`src/rtl/pipeline_memd_stage7.sv`:
```
// ----------------------------------------------------------------------------
// pipeline_memd_stage7
//
// Second memory stage (MEMD) of the pipeline. It finishes loads that were
// issued in MEMP: it picks the raw read data (system bus or DRAM), aligns it
// to the access offset and sign/zero extends it to 64 bits. DRAM reads may
// take several cycles. While they are outstanding the stage asks the hazard
// unit to freeze upstream (stall_req) and sends bubbles to WB. Reads that
// never return are aborted after TIMEOUT cycles with mem_err_MEMD set.
//
// Handshake: dram_valid is a one-sided strobe. Data on dram_dout is
// consumed in any cycle where dram_valid=1 while a DRAM load is in IDLE
// or WAIT. There is no ready back to the DRAM, so data that arrives while
// the external stall is asserted is parked in a hold buffer. It is
// delivered once the stall is released, so read data is never dropped.
//
// Ports
//   clk, reset            clock and asynchronous active-high reset
//   stall                 external stall from the hazard unit (freezes outputs)
//   *_MEMP                instruction fields registered by the MEMP stage
//   sys_bus_dout          bus read data for the access currently in MEMD
//   dram_dout, dram_valid DRAM read data and its valid strobe
//   stall_req             combinational request to freeze upstream stages
//   *_MEMD                registered results handed to WB
//   fsm_state             current controller state (0 IDLE, 1 WAIT, 2 HOLD)
// ----------------------------------------------------------------------------
module pipeline_memd_stage7 #(
  parameter int TIMEOUT = 16
) (
  input  logic        clk,
  input  logic        reset,
  input  logic        stall,
  input  logic        is_dram_MEMP,
  input  logic [63:0] pc_MEMP,
  input  logic [1:0]  rf_wr_sel_MEMP,
  input  logic        rf_wr_en_MEMP,
  input  logic [63:0] alu_result_MEMP,
  input  logic [4:0]  rd_MEMP,
  input  logic [2:0]  mem_rd_ctrl_MEMP,
  input  logic [63:0] sys_bus_dout,
  input  logic [63:0] dram_dout,
  input  logic        dram_valid,
  output logic        stall_req,
  output logic [63:0] pc_MEMD,
  output logic [1:0]  rf_wr_sel_MEMD,
  output logic        rf_wr_en_MEMD,
  output logic [63:0] alu_result_MEMD,
  output logic [4:0]  rd_MEMD,
  output logic [63:0] dm_dout_MEMD,
  output logic        mem_err_MEMD,
  output logic [1:0]  fsm_state
);

  localparam int CW = $clog2(TIMEOUT) + 1;

  // Load type encoding of mem_rd_ctrl_MEMP
  localparam logic [2:0] RD_NONE = 3'd0;
  localparam logic [2:0] RD_LB   = 3'd1;
  localparam logic [2:0] RD_LBU  = 3'd2;
  localparam logic [2:0] RD_LH   = 3'd3;
  localparam logic [2:0] RD_LHU  = 3'd4;
  localparam logic [2:0] RD_LW   = 3'd5;
  localparam logic [2:0] RD_LWU  = 3'd6;
  localparam logic [2:0] RD_LD   = 3'd7;

  typedef enum logic [1:0] {
    S_IDLE = 2'd0,
    S_WAIT = 2'd1,
    S_HOLD = 2'd2
  } state_t;

  state_t          state, state_nx;
  logic [CW-1:0]   cnt, cnt_nx;
  logic [63:0]     hold_data, hold_data_nx;
  logic            hold_err, hold_err_nx;
  logic            stall_req_int;
  logic            res_err;
  logic [63:0]     raw_sel;
  logic [63:0]     ext_data;
  logic            dram_load;
  logic            timeout_hit;

  // Align the addressed item to bit 0 and extend it. LD is always 8-byte
  // aligned, so it bypasses the shifter.
  function automatic logic [63:0] load_extend(input logic [63:0] raw,
                                              input logic [2:0]  offset,
                                              input logic [2:0]  ctrl);
    logic [63:0] sh;
    logic [63:0] r;
    sh = raw >> {offset, 3'b000};
    case (ctrl)
      RD_LB:   r = {{56{sh[7]}},  sh[7:0]};
      RD_LBU:  r = {56'd0,        sh[7:0]};
      RD_LH:   r = {{48{sh[15]}}, sh[15:0]};
      RD_LHU:  r = {48'd0,        sh[15:0]};
      RD_LW:   r = {{32{sh[31]}}, sh[31:0]};
      RD_LWU:  r = {32'd0,        sh[31:0]};
      RD_LD:   r = raw;
      default: r = 64'd0;
    endcase
    return r;
  endfunction

  // Only DRAM reads can wait. Bus loads, stores and ALU ops finish at once.
  assign dram_load   = is_dram_MEMP && (mem_rd_ctrl_MEMP != RD_NONE);
  assign timeout_hit = (cnt == CW'(TIMEOUT - 1));

  // --------------------------------------------------------------------------
  // Controller: state register
  // --------------------------------------------------------------------------
  always_ff @(posedge clk or posedge reset) begin
    if (reset) begin
      state     <= S_IDLE;
      cnt       <= '0;
      hold_data <= 64'd0;
      hold_err  <= 1'b0;
    end else begin
      state     <= state_nx;
      cnt       <= cnt_nx;
      hold_data <= hold_data_nx;
      hold_err  <= hold_err_nx;
    end
  end

  // --------------------------------------------------------------------------
  // Controller: next state, stall request and result source
  // --------------------------------------------------------------------------
  always_comb begin
    state_nx      = state;
    cnt_nx        = cnt;
    hold_data_nx  = hold_data;
    hold_err_nx   = hold_err;
    stall_req_int = 1'b0;
    res_err       = 1'b0;
    raw_sel       = is_dram_MEMP ? dram_dout : sys_bus_dout;

    case (state)
      S_IDLE: begin
        if (dram_load) begin
          if (!dram_valid) begin
            stall_req_int = 1'b1;
            cnt_nx        = '0;
            state_nx      = S_WAIT;
          end else if (stall) begin
            // Data is here but WB cannot take it: park it.
            hold_data_nx = dram_dout;
            hold_err_nx  = 1'b0;
            state_nx     = S_HOLD;
          end
        end
      end

      S_WAIT: begin
        if (dram_valid) begin
          if (stall) begin
            hold_data_nx = dram_dout;
            hold_err_nx  = 1'b0;
            state_nx     = S_HOLD;
          end else begin
            state_nx = S_IDLE;
          end
        end else if (timeout_hit) begin
          // Abort: the instruction retires with zero data and the error flag.
          res_err = 1'b1;
          if (stall) begin
            hold_data_nx = 64'd0;
            hold_err_nx  = 1'b1;
            state_nx     = S_HOLD;
          end else begin
            state_nx = S_IDLE;
          end
        end else begin
          stall_req_int = 1'b1;
          cnt_nx        = cnt + CW'(1);
        end
      end

      S_HOLD: begin
        // The DRAM strobe is ignored. The parked data is the result.
        raw_sel = hold_data;
        res_err = hold_err;
        if (!stall) begin
          state_nx = S_IDLE;
        end
      end

      default: begin
        state_nx = S_IDLE;
      end
    endcase

    ext_data = res_err ? 64'd0
                       : load_extend(raw_sel, alu_result_MEMP[2:0], mem_rd_ctrl_MEMP);
  end

  assign stall_req = stall_req_int && !reset;
  assign fsm_state = state;

  // --------------------------------------------------------------------------
  // MEMD output registers. The external stall wins over bubble insertion.
  // A bubble clears only the fields that could cause a side effect in WB.
  // --------------------------------------------------------------------------
  always_ff @(posedge clk or posedge reset) begin
    if (reset) begin
      pc_MEMD         <= 64'd0;
      rf_wr_sel_MEMD  <= 2'd0;
      rf_wr_en_MEMD   <= 1'b0;
      alu_result_MEMD <= 64'd0;
      rd_MEMD         <= 5'd0;
      dm_dout_MEMD    <= 64'd0;
      mem_err_MEMD    <= 1'b0;
    end else if (!stall) begin
      if (stall_req_int) begin
        rf_wr_en_MEMD <= 1'b0;
        rd_MEMD       <= 5'd0;
        mem_err_MEMD  <= 1'b0;
      end else begin
        pc_MEMD         <= pc_MEMP;
        rf_wr_sel_MEMD  <= rf_wr_sel_MEMP;
        rf_wr_en_MEMD   <= rf_wr_en_MEMP;
        alu_result_MEMD <= alu_result_MEMP;
        rd_MEMD         <= rd_MEMP;
        dm_dout_MEMD    <= ext_data;
        mem_err_MEMD    <= res_err;
      end
    end
  end

endmodule

```
`config.mk`:
```
export PLATFORM = sky130hd
export DESIGN_NAME = pipeline_memd_stage7
export DESIGN_NICKNAME = d
export VERILOG_FILES = /design/src/rtl/pipeline_memd_stage7.sv
export SDC_FILE = /design/constraint.sdc
export NUM_CORES = 1
export LEC_CHECK = 0
export BUFFER_PORTS_ARGS = -buffer_cell sky130_fd_sc_hd__buf_2
export CAP_MARGIN = 40
export CORE_AREA = 4 4 185 187
export CTS_BUF_LIST = sky130_fd_sc_hd__clkbuf_4 sky130_fd_sc_hd__clkbuf_8
export CTS_CLUSTER_SIZE = 10
export DETAILED_ROUTE_END_ITERATION = 10
export DIE_AREA = 0 0 189 191
export HOLD_SLACK_MARGIN = 0.03
export PLACE_DENSITY = 0.7
export SYNTH_ARGS = -nofsm -noshare
export SYNTH_HDL_FRONTEND = slang
export SYNTH_SLANG_ARGS = --single-unit
export TNS_END_PERCENT = 10
```
`constraint.sdc`:
```
create_clock -name clk -period 27.4 [get_ports clk]
set_input_delay 5.48 -clock clk [delete_from_list [all_inputs] [get_ports clk]]
set_output_delay 5.48 -clock clk [all_outputs]
set_load 0.02 [all_outputs]
```
======== After elaboration in Yosys (flattened, before gate mapping) ========
Cells that the tools add are included.
storage, ports and cells
  flip-flop bits (word level) ............. 273
  input bits .............................. 272
  output and inout bits ................... 204
  word-level logic and storage cells ...... 86
operators by class
  add/subtract/negate cells ............... 1
  equality and inequality tests ........... 19
  shift operators ......................... 1
  muxes and demuxes ....................... 42
  bitwise gates (word level) .............. 2
  reductions and logical operators ........ 10
operator list
  kind                 number
  $mux 64              9
  $pmux 64 s7          1
  $pmux 64 s2          1
  $shr 64x6->32        1
  $mux 5               5
  $mux 1               14
  $mux 2               7
  $eq 3x3->1 const B   4
  $ne 2x2->1 const B   6
  $pmux 5 s2           1
  $reduce_and 5->1     2
  $ne 3x3->1 const B   3
  $eq 3x2->1 const B   2
  $pmux 1 s2           3
  $pmux 2 s3           1
  $add 5x1->5 const B  1
  $eq 5x4->1 const B   1
  $reduce_and 4->1     1
  $eq 3x1->1 const B   1
  $reduce_bool 3->1    1
  $eq 2x1->1 const B   1
  $eq 2x2->1 const B   1
  $logic_and 1x1->1    2
  $logic_not 2->1      1
  4 further kinds      5

======== Depth between registers and ports, before layout ========
Gate-level depths: netlist (run 1).
  word-level depth ........................ 6
  mapped depth ............................ 12
  gate-level depth less buffers ........... 9

======== Least setup slack after synthesis (run 1) ========
OpenSTA, ideal clock, no wires.
  path kind ............................... input port to output port
  from .................................... input is_dram_MEMP
  to ...................................... output stall_req
  arrival ................................. 6621 ps
  required time ........................... 21920 ps
  path slack .............................. 15299 ps
  cell stages on the path ................. 6
  path buffers ............................ 4
  cell sequence ........................... buf_6 -> buf_6 -> buf_2 -> buf_2 -> a31oi_1 -> nor2_1
between the ends
  cells in the longest elaborated chain, start to end .. 4
ends and longest elaborated chain
  element             line  text
  start: declaration  33    input logic is_dram_MEMP,
  $logic_and 1x1->1   105   assign dram_load = is_dram_MEMP && (mem_rd_ctrl_MEMP != RD_NONE);
  $mux 1              139   if (dram_load) begin
  $pmux 1 s2          137   case (state)
  $logic_and 1x1->1   196   assign stall_req = stall_req_int && !reset;
  end: declaration    43    output logic stall_req,
Every way passes these cells.

======== Worst setup path in the final report (run 1) ========
  from .................................... input mem_rd_ctrl_MEMP[2]
  to ...................................... output stall_req
between the ends
  cells in the longest elaborated chain, start to end .. 5
ends and longest elaborated chain
  element             line  text
  start: declaration  39    input logic [2:0] mem_rd_ctrl_MEMP,
  $reduce_bool 3->1   105
  $logic_and 1x1->1   105
  $mux 1              139
  $pmux 1 s2          137
  $logic_and 1x1->1   196
Every way passes these cells.

==> impl_metrics.toml, run 1 <==
[cells_and_area]
ff_latch_area_um2 = 6830
final_nets = 2192
fillers = 2962
multiInputGateArea_um2 = 6610
fin_util_pct = 54.9
layout-drive-gt1-share_pct = 35.4
fin_area_um2 = 17800
syn_to_final_growth_pct = 27.3

[placement]
hpwl_mm = 36.8
io_buffers = 475
gp_congestion = 1.00
place_area_um2 = 16700

[synthesis]
syn_nets = 1756
yosysWarnings = 0
syn_area_um2 = 14000
synth_top_cell_by_area = "dfrtp_1"
synth_edf_count = 0
avgSynthCellArea_um2 = 9.46
yosysTopAreaCellShare_pct = 48.9
synth.yosys.seq_area_share_pct = 48.9
syn_inst = 1479
synth_flop_cell = "dfrtp_1"
synth-seq-cells = 273
synth_cell_type_count = 58
async_flop_share_pct = 100
synthTopCellsByArea = "dfrtp_1 (49%), nand2_1 (12%), mux2i_1 (5.9%)"

[worst_setup_path]
crit_path_max_fanout = 11
cp_data_required_time_ps = 21920
endpoint_kind = "output pin"
rr_worst_depth = 11
arrival_ps = 6700
worstSetupStartpointType = "primary input"
rr_endpoint = "dm_dout_MEMD[62]"
ff2ff_setup_slack_ps = 23390
criticalPathCategory = "primary input to output pin"
critPathLaunch = "mem_rd_ctrl_MEMP[2]"
worstSetupEndpoint = "stall_req"
reg2reg_from = "fsm_state[0]"

[route]
ant_nets = 0
wl_per_cell_um = 21.2
vias_per_cell = 5.57
via_count = 13344
wirelength_mm = 50.7
drc = 0
drt_iter0_markers = 1399
first_pass_iters = 6

[floorplanning]
die_x_um = 189
initial_core_util_pct = 43.1
core.rowCount = 66
ios = 476
dieHeight_um = 191
die_area_um2 = 36100
core_area_um2 = 32500

[min_path]
hp-class = "register to register"

[clock_network]
htree_levels = 2
numCtsBuffers = 48
holdBufCountCts = 0
clkLatencyLatePin_ps = 560
cts.sinks = 273
cts_tree = "done"
postCtsSetupRepairBufs = 0
clock_path_buffers = 3
cts_root_buffer = "clkbuf_8"
cts_resized = 0
path_clk_slew_ps = 50

[sta]
finalHoldViolCount = 0
final.setup_skew_ps = 12.5
slew_violations = 0
fin_setup_tns_ps = 0
min_period_ps = 12180
setup_violations = 0
finalCritPeriodShare_pct = 44.5
slew_headroom_pct = 28.4
fmaxAchievable_mhz = 82.1
worst_slew_pin_slew_ps = 1070
rsz0062_at_grt = "no"

[global_route]
grt_overflow = 0
antenna_found_initial = 1
grt_pass1_wl_mm = 75.9
grtUsageTotal_pct = 26.6
grt_max_degree = 240
grt_pass1_vias = 12866

[power_and_ir_drop]
ir_drop_mv = 0.0516
power.density_nw_per_um2 = 99.8
leakagePower_nw = 9.26
p_total_mw = 1.78

[status]
status = "complete, no violations"

[run]
cap_viol_max_count = 0
-- worst min path at each step --
stage / slack, ps / startpoint / cells past startpoint / to
after floorplan: 450 / cnt[4] / 2 / cnt[4]
after global routing: 480 / pc_MEMD[0] / 2 / pc_MEMD[0]
after detailed placement: 460 / pc_MEMD[63] / 2 / pc_MEMD[63]
after global placement: 450 / alu_result_MEMD[20] / 2 / alu_result_MEMD[20]
after CTS: 470 / pc_MEMD[44] / 2 / pc_MEMD[44]
final: 470 / pc_MEMD[48] / 2 / pc_MEMD[48]
-- cell usage after synthesis, types with 2 or more instances --
cell         n
o21ai_0     42
nor2_1      60
a22o_1      79
mux4_2      16
nand3_1      6
mux2i_1     83
a21oi_1    101
o31ai_1      2
nand2_1    449
inv_1       14
buf_6        6
a211o_1      2
nand2b_1     6
a22oi_1     19
o211ai_1    17
buf_2       20
xor2_1       4
and2_1       6
o221ai_1     8
buf_1       20
a211oi_1     5
nor2b_1      6
a31oi_1     11
ha_1         5
mux2_2      39
a21oi_2     31
mux2_4       3
o21bai_1     3
a2111oi_0    7
and3_1       2
a221o_1      2
or3_1        2
o22ai_1      5
a21o_1       2
a32oi_1     14
clkbuf_1    69
a221oi_1     7
nor3_1       5
nand4_1      2
o21a_1       4
dfrtp_1    273
inv_2        2
a2bb2oi_1    5
-- kinds of logic (layout without fill, tap and decap cells) --
kind of cell / Yosys count / count (layout) / share of synthesized area (%)
AOI/OAI and AO/OA: 374 / 374 / 19.0
xor gates and xnor gates: 4 / 4 / 0.250
adders and majority gates: 5 / 5 / 0.447
buffers and inverters: 133 / 606 / 4.10
DFF: 273 / 273 / 48.9
muxes: 141 / 141 / 12.0
other: 0 / 2 / 0
and+or+nand+nor: 549 / 549 / 15.4
-- cell type report --
type / instances / area share (%)
Clock buffer: 75 / 5.34
Sequential cell: 273 / 38.4
Inverter: 17 / 0.401
Antenna cell: 2 / 0.0281
Tap cell: 442 / 3.11
Clock inverter: 12 / 0.843
Timing Repair Buffer: 502 / 14.8
Multi-Input combinational cell: 1073 / 37.1
-- metrics by stage --
| stage | worst slack, ps | std cells | hold slack, ps |
|---|---|---|---|
| finish | 15220 | 2396 | 466 |
| global route | 15190 | 2394 | 485 |
| CTS | 15230 | 2394 | 471 |
| detailed placement | 15230 | 2307 | 456 |
| global placement | 15260 | 2299 | 452 |
| floorplan | 14400 | 1479 | 450 |
-- flip-flops by register name (all words and copies together), names as in the netlist --
signal / flops
rf_wr_sel_MEMD: 2
rf_wr_en_MEMD: 1
mem_err_MEMD: 1
rd_MEMD: 5
hold_data: 64
alu_result_MEMD: 64
cnt: 5
dm_dout_MEMD: 64
pc_MEMD: 64
fsm_state: 2
hold_err: 1
-- report_power, final --
part | total [mW] | internal [mW] | switching, mW | leakage (nW)
sequential | 0.601 | 0.527 | 0.0738 | 3.45
clock | 0.425 | 0.250 | 0.175 | 0.578
combinational | 0.751 | 0.260 | 0.491 | 5.23
-- routing by layer --
layer	up-vias	track usage, %	part of all wire (%)	wire (um)
li1	6081	-	-	-
met1	6474	35.4	40	20100
met2	684	42.7	47	24000
met3	103	7.89	10	5270
met4	2	7.17	2.7	1370
met5	-	0	0.026	13
-- critical path: stages --
cell and delay, ps:
buf_2 160, or3_1 490, a31oi_1 340, nor2_1 60
buf_2 160
-- placed cells by master, fill, tap and decap left out, drive strengths merged, types with 42 or more instances in the layout --
master,netlist,routed
mux2,42,42
a21oi,132,132
dfrtp,273,273
nor2,61,61
buf,47,502
nand2,449,449
mux2i,83,83
clkbuf,69,75
o21ai,42,42
a22o,79,79
(Power assumes the default switching activity.)
==> run 2, diff against run 1 <==
Clock period 27.4 ns to 12.36 ns, I/O delays scaled along.
==> run 2 against run 1 <==
Non-clock buffer count grew 2. Via count grew 0.94%. Highest routed layer unchanged. Setup slack lost 9100 ps. Largest cell class unchanged. Die area is the same. Power grew 120%. Clock power grew 110%. First-iteration DRC count shrank 16%. Final area is essentially flat. Clock skew grew 7.7 ps. Utilization is essentially flat. Cell count is essentially flat.
==> impl_metrics.toml, run 2 (same netlist as run 1, synthesis figures left out) <==
[sta]
whs_ps = 469
fin_setup_tns_ps = 0
slew_headroom_pct = 34.9
finalCritPeriodShare_pct = 50.2
worst_slew_pin_slew_ps = 949
min_period_ps = 6200
final.setup_skew_ps = 20.2
rsz0062_at_grt = "no"
slew_violations = 0
fmaxAchievable_mhz = 161
setup_violations = 0
finalHoldViolCount = 0

[worst_setup_path]
worstSetupStartpointType = "primary input"
endpoint_kind = "output pin"
criticalPathCategory = "primary input to output pin"
cp_data_required_time_ps = 9890
crit_path_max_fanout = 11
crit_path_frequent_cell = "buf_2"
worstPathCellList = "buf_2, or3_1, a31oi_1, nor2_1, buf_2"
arrival_ps = 3730
crit_path_max_incr_delay_ps = 510
slowest_stage = "or3_1"

[cells_and_area]
layout-drive-gt1-share_pct = 35.4
fillers = 3050
fin_util_pct = 54.9
final_common_cell = "buf_2"
multiInputGateArea_um2 = 6610
final_cell_mix = "buf_2 (479), nand2_1 (448), dfrtp_1 (273), a21oi_1 (100), mux2i_1 (83)"
final_nets = 2195
ff_latch_area_um2 = 6830
syn_to_final_growth_pct = 27.3
layout.cells.non_filler = 2394

[clock_network]
htree_levels = 2
cts_root_buffer = "clkbuf_8"
clock_path_buffers = 3
cts.sinks = 273
clkLatencyLatePin_ps = 570
holdBufCountCts = 0
path_clk_slew_ps = 50
numCtsBuffers = 49
postCtsSetupRepairBufs = 0
cts_resized = 0
cts_tree = "done"

[floorplanning]
core.rowCount = 66
ios = 476
dieHeight_um = 191
initial_core_util_pct = 43.1
die_area_um2 = 36100
die_x_um = 189
core_area_um2 = 32500

[min_path]
hp-class = "register to register"

[route]
dr_wl_met2_mm = 23.9
ant_nets = 0
wl_met1_mm = 20.6
dr.max_layer_used = "met5"
wirelength_mm = 51.8
wl_per_cell_um = 21.6
wl_met3_mm = 5.14
drt_iter0_markers = 1169
via_count = 13469
first_pass_iters = 5
vias_per_cell = 5.63
drc = 0

[power_and_ir_drop]
comb_power_share_pct = 42.9
leakagePower_nw = 9.27
swShare_pct = 42.0
clkPwrFrac_pct = 22.9
p_sw_mw = 1.64
power.density_nw_per_um2 = 220
ir_drop_mv = 0.123
internal_power_mw = 2.27
seqPwrFrac_pct = 34.2

[global_route]
antenna_found_initial = 2
grt_overflow = 0
grt_pass1_vias = 13173
grt_max_degree = 144
grt_pass1_wl_mm = 78.0
grtUsageTotal_pct = 27.2

[placement]
io_buffers = 475
placed_cells = 2309
hpwl_mm = 37.9
gp_congestion = 1.03

[run]
cap_viol_max_count = 0

[status]
status = "complete, no violations"
run 2: area by class of cell:
class,instances,area share [%]
antenna,1,0.0141
clock buffer,76,5.38
clock inverter,8,0.422
inverter,17,0.401
multi-input combinational,1073,37.1
sequential,273,38.4
tap,442,3.11
timing repair buffer,504,15.2
run 2: path summary, 6_finish.rpt:
path	start	end	slack, ps	cells past startpoint
max in group asynchronous	reset	pc_MEMD[37]	9240	3
min	pc_MEMD[9]	pc_MEMD[9]	470	2
min in group asynchronous	reset	alu_result_MEMD[52]	1930	2
min reg2reg	pc_MEMD[9]	pc_MEMD[9]	470	2
max reg2reg	fsm_state[0]	dm_dout_MEMD[62]	8410	11
max	mem_rd_ctrl_MEMP[2]	stall_req	6160	5
run 2: metrics by stage:
| step | worst slack, ps | instance area, um2 | total power, mW |
|---|---|---|---|
| floorplan | 2360 | 14000 | 2.36 |
| global placement | 6250 | 16600 | 2.95 |
| detailed placement | 6210 | 16800 | 3.00 |
| CTS | 6200 | 17800 | 3.91 |
| global route | 6110 | 17800 | 4.12 |
| finish | 6160 | 17800 | 3.91 |
run 2: critical path: cells and delay by family:
kind	cells	cell delay (ps)
buffers and inverters	2	350
AO/OA/AOI/OAI	1	310
AND/OR/NAND/NOR	2	590
run 2: layer usage:
metal,GRT usage (%),up-vias
met4,10.7,2
met2,42.1,706
met3,7.94,133
met5,0,-
li1,-,6074
met1,36.2,6554
run 2: power by group through the flow:
stage,Clock (mW),Sequential (mW),Combinational (mW)
after floorplan,0,1.54,0.825
after global placement,0,1.33,1.61
after detailed placement,0,1.34,1.66
after CTS,0.917,1.33,1.66
after global routing,0.959,1.37,1.80
final,0.896,1.34,1.68
